## src/rtl/crc_tx_arbiter.sv

```systemverilog
// crc_tx_arbiter
//   Shares the CRC encoder between a high-priority voice source (req0) and a
//   data/control source (req1). Waits for the encoder to go idle, grants one
//   source, streams exactly PKT_LEN contiguous bytes into the encoder, tags the
//   packet with a 6-bit sequence number and waits for the encoder to finish
//   before the next grant.
//
//   Optional build macro: CRC_ARB_WDOG_EN -- adds a watchdog on the encoder
//   busy flag after each packet (limit WDOG_CYCLES); without it wdog_err is 0.
//
// Ports
//   clk_40mhz       in   system clock, rising edge
//   reset           in   asynchronous active-low reset
//   req0_avail      in   voice FIFO holds a complete packet
//   req0_byte  [7:0] in  voice FIFO head byte (first-word fall-through)
//   req0_pop        out  consume voice head byte
//   req1_avail      in   data FIFO holds a complete packet
//   req1_byte  [7:0] in  data FIFO head byte
//   req1_pop        out  consume data head byte
//   grant      [1:0] out one-hot owner of the current packet, 00 when none
//   enc_sts         in   encoder busy / not ready
//   enc_D_TX   [7:0] out byte to encoder
//   enc_D_TX_ready  out  byte-valid strobe to encoder
//   enc_pckt_num [5:0] out packet number, held for the whole packet
//   wdog_err        out  one-cycle pulse on watchdog timeout
module crc_tx_arbiter #(
  parameter int PKT_LEN     = 32,
  parameter int STARVE_MAX  = 4,
  parameter int WDOG_CYCLES = 4096
) (
  input  logic       clk_40mhz,
  input  logic       reset,
  input  logic       req0_avail,
  input  logic [7:0] req0_byte,
  output logic       req0_pop,
  input  logic       req1_avail,
  input  logic [7:0] req1_byte,
  output logic       req1_pop,
  output logic [1:0] grant,
  input  logic       enc_sts,
  output logic [7:0] enc_D_TX,
  output logic       enc_D_TX_ready,
  output logic [5:0] enc_pckt_num,
  output logic       wdog_err
);

  typedef enum logic [2:0] {
    S_IDLE,
    S_ARB,
    S_STREAM,
    S_GUARD,
    S_WAIT_DONE
  } state_t;

  localparam logic [7:0] LAST_BYTE  = 8'(PKT_LEN - 1);
  localparam logic [7:0] STARVE_LIM = 8'(STARVE_MAX);

  state_t     state, state_nxt;
  logic [7:0] byte_cnt;
  logic [7:0] starve_cnt;
  logic [5:0] seq;
  logic       guard_cnt;
  logic       arb_voice, arb_data;
  logic       pkt_done;

`ifdef CRC_ARB_WDOG_EN
  localparam logic [12:0] WD_LAST = 13'(WDOG_CYCLES - 1);
  logic [12:0] wd_cnt;
  logic        wd_fire;
  logic        wdog_q;
`endif

  // Next-state and combinational outputs
  always_comb begin
    state_nxt = state;
    req0_pop  = 1'b0;
    req1_pop  = 1'b0;
    arb_voice = 1'b0;
    arb_data  = 1'b0;
    pkt_done  = 1'b0;
`ifdef CRC_ARB_WDOG_EN
    wd_fire   = 1'b0;
`endif
    case (state)
      S_IDLE: begin
        if ((req0_avail || req1_avail) && !enc_sts) state_nxt = S_ARB;
      end
      S_ARB: begin
        // Voice wins unless data has waited through STARVE_MAX voice grants.
        if (req0_avail && !(req1_avail && starve_cnt == STARVE_LIM)) arb_voice = 1'b1;
        else if (req1_avail) arb_data = 1'b1;
        // Both sources may have withdrawn since IDLE; then nothing is granted.
        state_nxt = (arb_voice || arb_data) ? S_STREAM : S_IDLE;
      end
      S_STREAM: begin
        req0_pop = grant[0];
        req1_pop = grant[1];
        if (byte_cnt == LAST_BYTE) state_nxt = S_GUARD;
      end
      S_GUARD: begin
        if (guard_cnt) state_nxt = S_WAIT_DONE;
      end
      S_WAIT_DONE: begin
        if (!enc_sts) begin
          pkt_done  = 1'b1;
          state_nxt = S_IDLE;
        end
`ifdef CRC_ARB_WDOG_EN
        else if (wd_cnt == WD_LAST) begin
          pkt_done  = 1'b1;
          wd_fire   = 1'b1;
          state_nxt = S_IDLE;
        end
`endif
      end
      default: state_nxt = S_IDLE;
    endcase
  end

  // State, grant, counters and the registered encoder byte stage
  always_ff @(posedge clk_40mhz or negedge reset) begin
    if (!reset) begin
      state          <= S_IDLE;
      grant          <= 2'b00;
      seq            <= '0;
      starve_cnt     <= '0;
      byte_cnt       <= '0;
      guard_cnt      <= 1'b0;
      enc_D_TX       <= '0;
      enc_D_TX_ready <= 1'b0;
    end else begin
      state <= state_nxt;
      if (arb_voice) begin
        grant      <= 2'b01;
        starve_cnt <= req1_avail ? starve_cnt + 8'd1 : 8'd0;
      end
      if (arb_data) begin
        grant      <= 2'b10;
        starve_cnt <= 8'd0;
      end
      if (state == S_ARB) byte_cnt <= 8'd0;
      else if (state == S_STREAM) byte_cnt <= byte_cnt + 8'd1;
      guard_cnt      <= (state == S_GUARD) ? ~guard_cnt : 1'b0;
      enc_D_TX_ready <= (state == S_STREAM);
      if (state == S_STREAM) enc_D_TX <= grant[0] ? req0_byte : req1_byte;
      if (pkt_done) begin
        grant <= 2'b00;
        seq   <= seq + 6'd1;
      end
    end
  end

  assign enc_pckt_num = (state == S_IDLE) ? 6'd0 : seq;

`ifdef CRC_ARB_WDOG_EN
  // Watchdog: counts from GUARD entry through WAIT_DONE
  always_ff @(posedge clk_40mhz or negedge reset) begin
    if (!reset) begin
      wd_cnt <= '0;
      wdog_q <= 1'b0;
    end else begin
      wdog_q <= wd_fire;
      if (state == S_STREAM) wd_cnt <= '0;
      else if (state == S_GUARD || state == S_WAIT_DONE) wd_cnt <= wd_cnt + 13'd1;
    end
  end

  assign wdog_err = wdog_q;
`else
  assign wdog_err = 1'b0;
`endif

endmodule
```

## config.mk

```make
export PLATFORM = sky130hd
export DESIGN_NAME = crc_tx_arbiter
export DESIGN_NICKNAME = d
export VERILOG_FILES = /design/src/rtl/crc_tx_arbiter.sv
export SDC_FILE = /design/constraint.sdc
export NUM_CORES = 1
export LEC_CHECK = 0
export CAP_MARGIN = 30
export CORE_ASPECT_RATIO = 0.8
export CORE_MARGIN = 4
export CORE_UTILIZATION = 47
export CTS_BUF_LIST = sky130_fd_sc_hd__clkbuf_2 sky130_fd_sc_hd__clkbuf_4 sky130_fd_sc_hd__clkbuf_8
export DETAILED_ROUTE_END_ITERATION = 10
export PLACE_DENSITY = 0.87
export SYNTH_ARGS = -nofsm -noshare
export SYNTH_HDL_FRONTEND = slang
export SYNTH_SLANG_ARGS = --single-unit
```

## constraint.sdc

```tcl
create_clock -name clk_40mhz -period 1.56 [get_ports clk_40mhz]
set_input_delay 0.39 -clock clk_40mhz [delete_from_list [all_inputs] [get_ports clk_40mhz]]
set_output_delay 0.39 -clock clk_40mhz [all_outputs]
set_load 0.02 [all_outputs]
```

==> impl_metrics.toml <==
[logic_synthesis]
yosysTopAreaCell = "dfrtp_1"
synthAdderAreaFrac_pct = 2.67
synth_fp_nets = 208
synthArstFlopShare_pct = 100
synthMuxAreaShare_pct = 4.87
synth_cell_types = 44
synth_top_family_by_area = "simple AND/OR/NAND/NOR gates"
synthSimpleGateAreaFrac_pct = 25.0
ys.flop_type = "dfrtp_1"
yosys.area.top_type_share_pct = 49.3
synth_edf_count = 0
yosysSeqAreaShare_pct = 49.3
syn_inst = 183
netlist_area_um2 = 1880
synth_area_leaders = "dfrtp_1, o21ai_1, nand2_1, mux2i_1, xnor2_1"
synth_compound_area_share_pct = 10.0
avgSynthCellArea_um2 = 10.3
yosys_warnings = 0
synth_seq_cells = 37
synth-xor-area-share_pct = 4.67

[cells_and_area]
final_cell_mix = "dfrtp_1, buf_4, nand2_1"
fillCellCount = 259
instances_no_fill = 317
design_area_um2 = 2800
n_antenna_cell = 0
drive_gt1_share_pct = 31.7
final_util_pct = 73.1
synthToLayoutAreaGrowth_pct = 49.2
nets = 286
final_common_cell = "dfrtp_1"

[sta]
holdWs_ps = 21.4
fin_tns_setup_ps = -2890
finalHoldViolations = 0
maxSlewViolCount = 0
finClkSkew_ps = 1.44
min_period_ps = 1840
setup_viol = 17
max_freq_ghz = 0.543
setup_slack_ps = -282
rsz0062_at_grt = "yes"
fin_crit_sh_pct = 118

[detailed_routing]
firstDrtPassIters = 4
avgRoutedWirePerCell_um = 16.2
num_vias = 1698
drt_iter0_drc = 91
ant_nets = 0
viasPerCell = 5.36
routed_wl_um = 5120
drc = 0

[worst_setup_path]
r2r_start = "state[0]$_DFFE_PN0P_"
crit_arrival_ps = 1450
worst-r2r-setup-slack_ps = -160
worst_setup_path_end_kind = "output port"
start_kind = "flip-flop"
required_ps = 1170
crit_type = "reg -> out"
reg2reg_depth = 6
r2r-end = "starve_cnt[5]$_DFFE_PN0P_"
cp_max_fo = 3

[floorplan]
dieArea_um2 = 5070
boundaryPins = 41
core_um2 = 3830
initial_utilization_pct = 49.0
row_count = 20
die_x_um = 78.7
fp.dieH_um = 64.5

[placement]
placedCellCount = 303
portBuffers = 39
hpwl_um = 3380
gp_congestion = 0.947
dpl_cell_area_um2 = 2550
place_ws_ps = -405

[pwr]
ir_drop_mv = 0.952
clock_power_share_pct = 19.7
cellPowerDensity_nw_per_um2 = 1770
p_leak_nw = 1.32
switching_share_pct = 38.4
p_sw_mw = 1.90
intPower_mw = 3.05
finalPower_mw = 4.94
power.share.sequential_pct = 31.8
pwr-share-comb_pct = 48.4

[status]
outcome = "finished with violations"
violations = "setup timing"

[job]
cap_violations = 0

[global_routing]
antenna_found_initial = 0
grt_pass1_vias = 1751
grt_pass1_wl_um = 7940
grt_usage_pct = 20.0
grt_overflow = 0
grt_max_degree = 23

[clocking]
insertion_delay_ps = 290
cts_buffers = 5
cts_root_buffer = "clkbuf_8"
tritoncts = "yes"
holdBufCountCts = 0
clockBufferDepth = 2
cts.clk_slew.worst_paths_ps = 70
cts.sinks = 37
h-tree-depth = 2

[hold_path]
hold_path.class = "in -> async"
[kinds of logic after synthesis]
logic type / count (synthesis)
adders and majority gates: 4
xor gates and xnor gates: 10
and+or+nand+nor: 79
muxes: 9
buffers and inverters: 11
DFF: 37
other: 1
AOI/OAI and AO/OA: 32
[how the worst max path moves through the flow]
| stage | cells after the start | end | startpoint | slack [ps] |
|---|---|---|---|---|
| 3_5_place_dp | 5 | state[0]$_DFFE_PN0P_ | req0_avail | -400 |
| 6_report | 4 | req1_pop | state[0]$_DFFE_PN0P_ | -280 |
| 2_1_floorplan | 4 | req0_pop | state[0]$_DFFE_PN0P_ | 1 |
| 4_1_cts | 4 | req1_pop | state[0]$_DFFE_PN0P_ | -240 |
| 3_3_place_gp | 4 | req0_pop | state[2]$_DFFE_PN0P_ | -370 |
| 5_1_grt | 4 | req1_pop | state[0]$_DFFE_PN0P_ | -320 |
[repair_timing]
action                                  4_1_cts  5_1_grt
gates cloned                                  0        0
resized for setup                            61       13
endpoints found under the setup margin       30       29
pin swaps                                     6        9
setup buffers                                 4        2
[final cells by class]
type,instances,area [um2],share of cell area [%]
Multi-Input combinational cell,135,985,35.2
Sequential cell,37,927,33.1
Timing Repair Buffer,78,668,23.9
Clock buffer,5,68.8,2.46
Tap cell,55,68.8,2.46
Clock inverter,3,65.1,2.32
Inverter,4,17.5,0.626
[synth_stat cells, types with 2 or more instances]
library cell and n:
a21oi_1 2, and2_1 2, and3_1 2, buf_6 2, clkbuf_1 2, dfrtp_1 37, ha_1 4, inv_1 3
mux2i_1 8, nand2_1 23, nand3_1 7, nand4_1 4, nor2_1 14, nor2b_1 7, nor3_1 4, nor3b_1 3
nor4_4 2, nor4b_1 2, o21ai_1 20, o31ai_1 2, or3b_1 2, xnor2_1 8, xor2_1 2
[flip-flops by register name (all words and copies together) (netlist names)]
| name | count |
|---|---|
| byte_cnt | 8 |
| enc_D_TX | 8 |
| starve_cnt | 8 |
| seq | 6 |
| state | 3 |
| grant | 2 |
| enc_D_TX_ready | 1 |
| guard_cnt | 1 |
[critical path, stage by stage (launching register included)]
cell	delay, ps
dfrtp_1	410
or3b_4	440
inv_4	80
and2_4	140
buf_6	110
[power groups by stage]
stage / clock [mW] / sequential, mW / combinational (mW)
floorplan: 0 / 1.69 / 1.08
global placement: 0 / 1.53 / 2.12
detailed placement: 0 / 1.55 / 2.20
CTS: 0.982 / 1.54 / 2.27
global route: 1.03 / 1.62 / 2.58
finish: 0.976 / 1.57 / 2.40
[routing by layer]
| layer | track usage (%) | vias to the layer above | share of wire, % |
|---|---|---|---|
| li1 | - | 794 | - |
| met1 | 24.3 | 825 | 41 |
| met2 | 34.5 | 70 | 50 |
| met3 | 4.58 | 9 | 6.8 |
| met4 | 7.86 | 0 | 1.6 |
| met5 | 0 | - | 0 |
Power figures use the tool's default switching activity.
